`config.mk`:
```
export PLATFORM = sky130hd
export DESIGN_NAME = alu_acc
export DESIGN_NICKNAME = d
export VERILOG_FILES = /design/src/rtl/alu_acc.sv
export SDC_FILE = /design/constraint.sdc
export NUM_CORES = 1
export LEC_CHECK = 0
export CAP_MARGIN = 20
export CORE_ASPECT_RATIO = 1.4
export CORE_MARGIN = 4
export CORE_UTILIZATION = 35
export DETAILED_ROUTE_END_ITERATION = 8
export HOLD_SLACK_MARGIN = 0.12
export SYNTH_ARGS = -nofsm -noshare
export SYNTH_HDL_FRONTEND = slang
export SYNTH_SLANG_ARGS = --single-unit
export TNS_END_PERCENT = 100
```
`constraint.sdc`:
```
create_clock -name clk -period 4.67 [get_ports clk]
set_clock_uncertainty 0.2 [all_clocks]
set_input_delay 0.934 -clock clk [delete_from_list [all_inputs] [get_ports clk]]
set_output_delay 0.934 -clock clk [all_outputs]
set_load 0.02 [all_outputs]
```
`src/rtl/alu_acc.sv`:
```
// Handshaked ALU with a persistent carry register for add-with-carry chaining
// and an iterative shift-add multiplier producing a double-width product.
module alu_acc #(
  parameter int WIDTH = 8
) (
  input  logic             clk,
  input  logic             rst_n,
  input  logic             in_valid,
  output logic             in_ready,
  input  logic [3:0]       opcode,
  input  logic [WIDTH-1:0] a,
  input  logic [WIDTH-1:0] b,
  output logic             out_valid,
  input  logic             out_ready,
  output logic [WIDTH-1:0] res,
  output logic [WIDTH-1:0] res_hi,
  output logic             carry,
  output logic             zero,
  output logic             neg,
  output logic             ovf,
  output logic             err
);

  localparam int CW = $clog2(WIDTH + 1);

  localparam logic [3:0] OP_ADD  = 4'h0;
  localparam logic [3:0] OP_SUB  = 4'h1;
  localparam logic [3:0] OP_AND  = 4'h2;
  localparam logic [3:0] OP_OR   = 4'h3;
  localparam logic [3:0] OP_XOR  = 4'h4;
  localparam logic [3:0] OP_NOT  = 4'h5;
  localparam logic [3:0] OP_SHL  = 4'h6;
  localparam logic [3:0] OP_SHR  = 4'h7;
  localparam logic [3:0] OP_INC  = 4'h8;
  localparam logic [3:0] OP_DEC  = 4'h9;
  localparam logic [3:0] OP_MUL  = 4'hA;
  localparam logic [3:0] OP_CMP  = 4'hB;
  localparam logic [3:0] OP_ADC  = 4'hC;
  localparam logic [3:0] OP_PASS = 4'hD;

  typedef enum logic [1:0] {IDLE, BUSY, HOLD} state_t;

  state_t             state;
  logic [CW-1:0]      cnt;
  logic [WIDTH-1:0]   mcand;
  logic [2*WIDTH-1:0] prod;

  logic               accept;
  logic [WIDTH:0]     sum;
  logic [WIDTH-1:0]   opnd;
  logic [WIDTH-1:0]   r;
  logic [WIDTH-1:0]   alu_res;
  logic               c, z, n, v, e;

  logic [WIDTH:0]     psum;
  logic [2*WIDTH-1:0] prod_next;

  assign out_valid = (state == HOLD);
  assign in_ready  = (state != BUSY) && (!out_valid || out_ready);
  assign accept    = in_valid && in_ready;

  // The carry output register doubles as carry_reg, feeding ADC.
  always_comb begin
    sum  = '0;
    opnd = b;
    r    = '0;
    c    = 1'b0;
    v    = 1'b0;
    e    = 1'b0;
    case (opcode)
      OP_ADD, OP_ADC, OP_INC: begin
        opnd = (opcode == OP_INC) ? WIDTH'(1) : b;
        sum  = {1'b0, a} + {1'b0, opnd}
             + {{WIDTH{1'b0}}, (opcode == OP_ADC) ? carry : 1'b0};
        r    = sum[WIDTH-1:0];
        c    = sum[WIDTH];
        v    = (a[WIDTH-1] == opnd[WIDTH-1]) && (r[WIDTH-1] != a[WIDTH-1]);
      end
      OP_SUB, OP_CMP, OP_DEC: begin
        opnd = (opcode == OP_DEC) ? WIDTH'(1) : b;
        sum  = {1'b0, a} - {1'b0, opnd};
        r    = sum[WIDTH-1:0];
        c    = sum[WIDTH];
        v    = (a[WIDTH-1] != opnd[WIDTH-1]) && (r[WIDTH-1] != a[WIDTH-1]);
      end
      OP_AND:  r = a & b;
      OP_OR:   r = a | b;
      OP_XOR:  r = a ^ b;
      OP_NOT:  r = ~a;
      OP_SHL: begin
        r = {a[WIDTH-2:0], 1'b0};
        c = a[WIDTH-1];
      end
      OP_SHR: begin
        r = {1'b0, a[WIDTH-1:1]};
        c = a[0];
      end
      OP_PASS: r = b;
      OP_MUL:  r = '0;
      default: e = 1'b1;
    endcase
    z       = !e && (r == '0);
    n       = r[WIDTH-1];
    alu_res = (opcode == OP_CMP) ? '0 : r;
  end

  // One shift-add step: conditionally add the multiplicand into the high
  // half, then shift the whole product right, consuming one multiplier bit.
  always_comb begin
    psum      = {1'b0, prod[2*WIDTH-1:WIDTH]} + (prod[0] ? {1'b0, mcand} : '0);
    prod_next = {psum, prod[WIDTH-1:1]};
  end

  always_ff @(posedge clk or negedge rst_n) begin
    if (!rst_n) begin
      state  <= IDLE;
      cnt    <= '0;
      mcand  <= '0;
      prod   <= '0;
      res    <= '0;
      res_hi <= '0;
      carry  <= 1'b0;
      zero   <= 1'b0;
      neg    <= 1'b0;
      ovf    <= 1'b0;
      err    <= 1'b0;
    end else if (accept) begin
      if (opcode == OP_MUL) begin
        state <= BUSY;
        cnt   <= CW'(WIDTH);
        mcand <= a;
        prod  <= {{WIDTH{1'b0}}, b};
      end else begin
        state  <= HOLD;
        res    <= alu_res;
        res_hi <= '0;
        carry  <= c;
        zero   <= z;
        neg    <= n;
        ovf    <= v;
        err    <= e;
      end
    end else if (state == BUSY) begin
      prod <= prod_next;
      cnt  <= cnt - CW'(1);
      if (cnt == CW'(1)) begin
        state  <= HOLD;
        res    <= prod_next[WIDTH-1:0];
        res_hi <= prod_next[2*WIDTH-1:WIDTH];
        carry  <= (prod_next[2*WIDTH-1:WIDTH] != '0);
        zero   <= (prod_next == '0);
        neg    <= prod_next[2*WIDTH-1];
        ovf    <= 1'b0;
        err    <= 1'b0;
      end
    end else if (state == HOLD && out_ready) begin
      state <= IDLE;
    end
  end

endmodule

```
Word level (Yosys, flattened, before mapping)

Index checks and enable logic that the tools add are counted.

Register bits: 51
Bits of input ports: 24
Output and inout port bits: 23
Logic and storage cells: 112

$add $sub $neg: 5
Equality and inequality tests: 24
Muxes and demuxes: 46
Bitwise operators: 4
Reduce and logical (&&, ||, !) cells: 22

Operators by type and width:

| operator           | number |
|---|---|
| $mux 8             | 12 |
| $pmux 8 s9         | 1 |
| $mux 16            | 3 |
| $eq 4x4->1 const B | 6 |
| $mux 1             | 20 |
| $add 8x8->9        | 2 |
| $eq 4x3->1 const B | 4 |
| $logic_not 16->1   | 1 |
| $reduce_or 14->1   | 1 |
| $mux 4             | 3 |
| $mux 2             | 5 |
| $add 9x1->9        | 1 |
| $sub 8x8->9        | 1 |
| $and 8x8->8        | 1 |
| $eq 4x1->1 const B | 2 |
| $eq 4x2->1 const B | 2 |
| $logic_not 8->1    | 1 |
| $not 8->8          | 1 |
| $or 8x8->8         | 1 |
| $reduce_bool 8->1  | 1 |
| $xor 8x8->8        | 1 |
| $logic_and 1x1->1  | 6 |
| $reduce_and 2->1   | 3 |
| $reduce_or 3->1    | 2 |
| 16 further kinds   | 20 |

Depth between registers and ports, before layout

Gate-level depths: netlist of the first run.

Word-level depth: 9
Mapped depth: 15

Worst setup path before layout of the first run

No wires, ideal clock.

Path kind: input -> register
From: input port opcode[2]
To: register res[4]
Arrival: 3.622 ns
Required time: 4.343 ns
Slack: 0.720 ns
Stages: 14
Buffers on the path: 2
Cells stage by stage: buf_2 -> nor2b_1 -> and2_0 -> clkbuf_1 -> or2_2 -> fa_1 -> inv_1 -> fa_1 -> nor2b_1 -> o31a_1 -> a211oi_1 -> or4_4 -> a22oi_1 -> o21ai_0

Cells in the longest elaborated chain, start to end: 8

RTL lines:

| item                 | RTL line | text |
|---|---|---|
| from (decl)          | 10       | `input logic [3:0] opcode,` |
| $eq 4x4->1           | n/a      |  |
| $mux 8               | 72       | `opnd = (opcode == OP_INC) ? WIDTH'(1) : b;` |
| $add 8x8->9          | 73       | `sum = {1'b0, a} + {1'b0, opnd}` |
| $add 9x1->9          | 74       | `+ {{WIDTH{1'b0}}, (opcode == OP_ADC) ? carry : 1'b0};` |
| $pmux 8 s9           | 70       | `case (opcode)` |
| $mux 8               | 104      | `alu_res = (opcode == OP_CMP) ? '0 : r;` |
| $mux 8               | 128      | `if (opcode == OP_MUL) begin` |
| $mux 8               | 127      | `end else if (accept) begin` |
| to (signal assigned) | 135      | `res <= alu_res;` |
| to (signal assigned) | 148      | `res <= prod_next[WIDTH-1:0];` |
| to (decl)            | 15       | `output logic [WIDTH-1:0] res,` |

Parallel ways exist; a longest one is shown, timed or not. The select of a mux whose other input is x is not followed.
A chain may end at the register's enable or synchronous reset.

Worst setup path in the final report of the first run

From: input port opcode[3]
To: register res[7]

The elaborated chain is that of the path after synthesis.

==> results.toml, run 1 <==
[synth]
syn_avg_cell_area_um2 = 8.33
yosysSeqAreaShare_pct = 28.0
synth_adder_area_share_pct = 13.3
synthMuxAreaShare_pct = 4.93
synth-simple-area-share_pct = 23.7
synth-main-ff-cell = "dfrtp_1"
synth_top_family_by_area = "simple AND/OR/NAND/NOR gates"
synth-warning-count = 0
synth_edf_count = 0
synth_xor_area_share_pct = 1.73
synth.most_common_cell = "nand2_1"
ys_ff_latch = 51
yosysTopAreaCell = "dfrtp_1"
netlist.area_leader.share_pct = 28.0
synth_area_leaders = "dfrtp_1 (28%), ha_1 (12%), o21ai_0 (4.9%)"
synth_common_cells = "nand2_1 (55), dfrtp_1 (51), o21ai_0 (45)"
synth_compound_area_share_pct = 22.9
netlist_instances = 548
synth_fp_nets = 618
synth_cell_type_count = 73
netlist_area_um2 = 4560
async_reset_ff_share_pct = 100

[cts]
numCtsBuffers = 5
clock_latency_ns = 0.30
clock_path_buffers = 2
post_cts_resize_count = 0
cts_setup_buffers = 0
ctsHoldBuffers = 0
path_clk_slew_ns = 0.07
cts_sinks = 51
htreeDepth = 2
root_buffer = "clkbuf_16"
cts_tree = "yes"

[hold_path]
holdCritStartpoint = "res[2]"
hold_class = "register to register"
worstHoldPathCells = 2
holdPathEnd = "res[2]"

[detailed_routing]
drt_iter0_drc = 204
first_pass_iters = 5
via_count = 4270
drtAntennaViolNets = 0
post_drt_wl_per_cell_um = 18.8
via_per_inst = 5.75
wirelength_mm = 14.0
drt_drc_violations_left = 0

[floorplan]
die_h_um = 143
rows = 49
start_util_pct = 35.6
die_area_um2 = 15000
die_w_um = 105
io_pins = 47
core-area_um2 = 12800

[setup_path]
cp_top_family = "compound AO/OA/AOI/OAI gates"
path_class = "input port to register"
end_kind = "register"
r2r_cells = 10
ff2ff_setup_slack_ns = 1.51
cp.required_ns = 4.65
slowest_stage = "clkdlybuf4s50_1"
worst_ep_arrival_time_ns = 3.97
start_kind = "input port"
crit_buf_inv = 3
crit_fanout = 7
crit_chain = "clkdlybuf4s50_1, nor2b_1, and2_0, buf_4, nand2b_1, inv_1, ha_1, a211o_1, nand3_1, a21oi_1, mux2i_1, a211o_1, a221oi_1, a21oi_1"
reg2reg_from = "prod[0]"
cp_slowest_stage_delay_ns = 0.48
reg2reg_to = "carry"

[sta]
setup_violations = 0
rsz0062_at_grt = "false"
slew_violations = 0
hold_viol_final = 0
finalCritPeriodShare_pct = 85.4
fmax_mhz = 251
relSlewSlack_pct = 49.1
setup_ws_ns = 0.680
worst_pin_slew_ns = 0.758
setup_tns_ns = 0
min_period_ns = 3.99

[grt]
antenna_found_initial = 0
grt_pass1_vias = 4253
track_usage_pct = 19.0
grt_max_degree = 52
grt_pass1_wl_mm = 22.7
gr-total-overflow = 0

[finish]
multi_input_area_um2 = 3040
fill_cells = 1313
seq_area_um2 = 1280
largest_reg_flops = 16
diodes = 0
final_nets = 659
syn2layout_area_growth_pct = 16.7
regMostFlops = "prod"
layout-drive-gt1-share_pct = 8.47

[place]
hpwl_mm = 10.9
pre_cts_ws_ns = 0.375
gp_congestion = 0.932
portBuffers = 46

[power_and_ir_drop]
powerDensity_nw_per_um2 = 368
peakVddDrop_mv = 0.161
p_leak_nw = 2.39

[flow_run]
cap_violations = 0

[outcome]
status = "complete, no violations"
-- cell families after synthesis --
logic type / count (synthesis)
fa+ha+maj: 46
mux: 20
buf+inv: 55
simple gates: 207
xor+xnor: 9
flops: 51
compound gates: 160
-- power breakdown --
part           total [mW]  internal [mW]  switching, mW
Sequential          0.694          0.574          0.120
Combinational       0.888          0.393          0.495
Clock               0.378          0.202          0.176
-- stage by stage --
stage | power (mW) | hold slack, ns | utilization [%] | area [µm²] | cells
floorplan | 1.27 | 0.256 | - | 4560 | 548
global placement | 1.56 | 0.270 | 40.4 | 5180 | 735
detailed placement | 1.59 | 0.273 | 40.4 | 5180 | 735
CTS | 1.97 | 0.288 | 41.6 | 5330 | 743
global route | 2.10 | 0.320 | 41.6 | 5330 | 743
finish | 1.96 | 0.278 | 41.6 | 5330 | 743
-- metal layers --
metal | GRT usage (%) | part of all wire [%] | vias up
li1 | - | - | 2075
met1 | 22.4 | 42 | 2052
met2 | 34.5 | 50 | 112
met3 | 2.08 | 4.0 | 31
met4 | 9.24 | 4.3 | 0
met5 | 0 | 0 | -
-- tightest hold or removal path, stage by stage, from the launching register on --
cell     delay, ns
dfrtp_1       0.34
nand2_1       0.04
o21ai_0       0.06
-- layout make-up --
cell class	instances	share of cell area, %
tap	153	3.59
multi-input combinational	442	57.0
sequential	51	24.0
timing repair buffer	61	10.7
inverter	28	1.97
clock buffer	5	2.35
clock inverter	3	0.423
-- worst max path at each step --
stage                   start  slack, ns  endpoint  cells after the start
floorplan           opcode[2]       0.72    res[4]                     14
global placement    opcode[0]       0.45     carry                     14
detailed placement  opcode[3]       0.38    res[4]                     13
CTS                 opcode[3]       0.69    res[4]                     13
global route        opcode[1]       0.38    res[7]                     14
finish              opcode[3]       0.68    res[7]                     14
-- placed cells by master, fill, tap and decap left out, types with 15 or more instances in the layout --
master and count:
inv_1 28, nor2_1 43, nand3_1 18, dfrtp_1 51, a21oi_1 29, buf_4 15, nand2b_1 17, nand2_1 55
clkdlybuf4s50_1 45, o21ai_0 45, ha_1 42
Power figures use the tool's default switching activity.
==> run 2, diff against run 1 <==
CTS_CLUSTER_SIZE = 28   (was not set)
SETUP_SLACK_MARGIN = 0.05   (was not set)
==> results of run 2 <==
Same layout as run 1: the final DEF is identical, and so are final timing and power.
==> run 3, diff against run 2 <==
ABC_AREA = 1   (was not set)
==> run 3 against run 2 <==
Against the previous run:
- power is 0.83% higher
- global-route usage rose by 1.5 points
- sequential power hardly changed
- setup slack improved by 0.084 ns
- synthesized cell count rose by 18%
- largest power group unchanged
- clock power fell by 4%
- count of clock-buffer cells in the layout is 1 higher
- via count rose by 2.8%
- non-clock buffer count down 12
- largest cell class unchanged
==> results.toml, run 3 <==
[synth]
synth_edf_count = 0
synth_common_cells = "nand2_1 (189), nor2_1 (86), inv_1 (69)"
yosysSeqAreaShare_pct = 29.0
synth-main-ff-cell = "dfrtp_1"
synth_cell_type_count = 40
netlist_instances = 648
netlist_area_um2 = 4400
netlist.area_leader.share_pct = 29.0
syn_avg_cell_area_um2 = 6.79
ys_ff_latch = 51
synth_area_leaders = "dfrtp_1 (29%), nand2_1 (16%), ha_1 (12%)"
synth_fp_nets = 718
yosysTopAreaCell = "dfrtp_1"
synth-warning-count = 0
synth.most_common_cell = "nand2_1"
async_reset_ff_share_pct = 100

[sta]
rsz0062_at_grt = "false"
setup_tns_ns = 0
setup_violations = 0
fmax_mhz = 256
worst_pin_slew_ns = 0.660
relSlewSlack_pct = 55.8
min_period_ns = 3.91
slew_violations = 0
hold_viol_final = 0
finalCritPeriodShare_pct = 83.7

[cts]
root_buffer = "clkbuf_16"
clock_latency_ns = 0.30
cts_sinks = 51
post_cts_resize_count = 0
ctsHoldBuffers = 0
path_clk_slew_ns = 0.07
cts_tree = "yes"
clock_path_buffers = 2
cts_setup_buffers = 0
htreeDepth = 2
numCtsBuffers = 5

[grt]
met2_usage_pct = 35.5
met3_usage_pct = 1.93
grt_max_degree = 34
antenna_found_initial = 0
grt_pass1_wl_mm = 23.4
track_usage_pct = 20.6
grt_pass1_vias = 4458
gr-total-overflow = 0
gr-usage-met1_pct = 25.4
grt-busiest-layer = "met2"

[detailed_routing]
wirelength_mm = 14.2
drtAntennaViolNets = 0
drt_drc_violations_left = 0
post_drt_wl_per_cell_um = 16.7
via_per_inst = 5.20
drt_iter0_drc = 247
first_pass_iters = 4
via_count = 4391

[power_and_ir_drop]
internal-power_mw = 1.13
sw_frac_of_total_pct = 42.7
p_seq_share_pct = 35.2
combinationalPowerShare_pct = 46.4
peakVddDrop_mv = 0.146
finalPower_mw = 1.98
clock_power_share_pct = 18.4
p_leak_nw = 2.63
switching_power_uw = 844
powerDensity_nw_per_um2 = 384

[finish]
syn2layout_area_growth_pct = 17.0
final_area_um2 = 5140
diodes = 0
layout-drive-gt1-share_pct = 5.61
regMostFlops = "prod"
final_nets = 764
final_common_cell = "nand2_1"
largest_reg_flops = 16
mostFrequentLayoutCells = "nand2_1 (189), nor2_1 (86), inv_1 (69)"

[place]
gp_congestion = 0.930
hpwl_mm = 11.4
place_area_um2 = 5000
portBuffers = 46

[setup_path]
path_class = "input port to register"
slowest_stage = "clkdlybuf4s50_1"
crit_top_cell = "nand2_1"
worst_ep_arrival_time_ns = 3.90
cp_slowest_stage_delay_ns = 0.65
crit_buf_inv = 4
crit_chain = "clkdlybuf4s50_1, inv_2, nor2_4, inv_2, nor2_1, nor2_1, ha_1, a21oi_1, nand2_1, nand2_1, nand2_1, nand2_1, nand3_1, nor2_1, nand2_1, o211ai_2, inv_1"
end_kind = "register"
cp_top_family = "simple AND/OR/NAND/NOR gates"
crit_fanout = 7
cp.required_ns = 4.66
start_kind = "input port"

[flow_run]
cap_violations = 0

[floorplan]
core-area_um2 = 12300
rows = 48
die_h_um = 141
start_util_pct = 35.7
io_pins = 47
die_area_um2 = 14500
die_w_um = 103

[outcome]
status = "complete, no violations"

[hold_path]
hold_class = "register to register"
-- run 3: power by group through the flow --
stage          sequential (mW)  clock, mW  combinational (mW)
2_1_floorplan            0.711          0               0.578
3_5_place_dp             0.701          0               0.917
4_1_cts                  0.695      0.371               0.919
6_report                 0.695      0.364               0.917
3_3_place_gp             0.698          0               0.909
5_1_grt                  0.717      0.384                1.04
-- run 3: cell type report --
type / instances / area (µm²)
fillers: 1306 / 7170
flip-flops and latches: 51 / 1280
repair buffers: 49 / 478
inverters: 81 / 309
multi-input cells: 506 / 2750
well taps: 150 / 188
clock inverters: 2 / 12.5
clock buffers: 6 / 129
-- run 3: worst paths after layout --
kind | start | end | slack (ns) | cells past startpoint
setup / recovery | opcode[3] | neg | 0.76 | 17
hold / removal | res_hi[4] | res_hi[4] | 0.28 | 2
setup reg to reg | prod[0] | zero | 1.79 | 13
hold reg to reg | res_hi[4] | res_hi[4] | 0.28 | 2
max in group asynchronous | rst_n | prod[5] | 3.11 | 2
min in group asynchronous | rst_n | res_hi[4] | 0.37 | 1
-- run 3: worst min-delay path, stage by stage (launching register included) --
cell and delay (ns):
dfrtp_1 0.34, nand2_1 0.05, o21ai_0 0.06
-- run 3: cells by family after synthesis --
logic type | count (synthesis) | synth area share (%)
buf+inv | 91 | 8.42
simple gates | 368 | 36.2
compound gates | 85 | 11.2
flops | 51 | 29.0
fa+ha+maj | 46 | 13.8
xor+xnor | 7 | 1.39
-- run 3: layer usage --
metal	up-vias	routed length, µm
li1	2202	-
met1	2033	5890
met2	120	7040
met3	36	564
met4	0	651
met5	-	0
-- run 3: metrics by stage --
stage               cells  hold slack [ns]  setup slack, ns  util, %
floorplan             648            0.253             1.28        -
global placement      837            0.265            0.491     40.6
detailed placement    837            0.272            0.494     40.6
CTS                   845            0.289            0.801     41.8
global route          845            0.336            0.401     41.8
finish                845            0.281            0.763     41.8
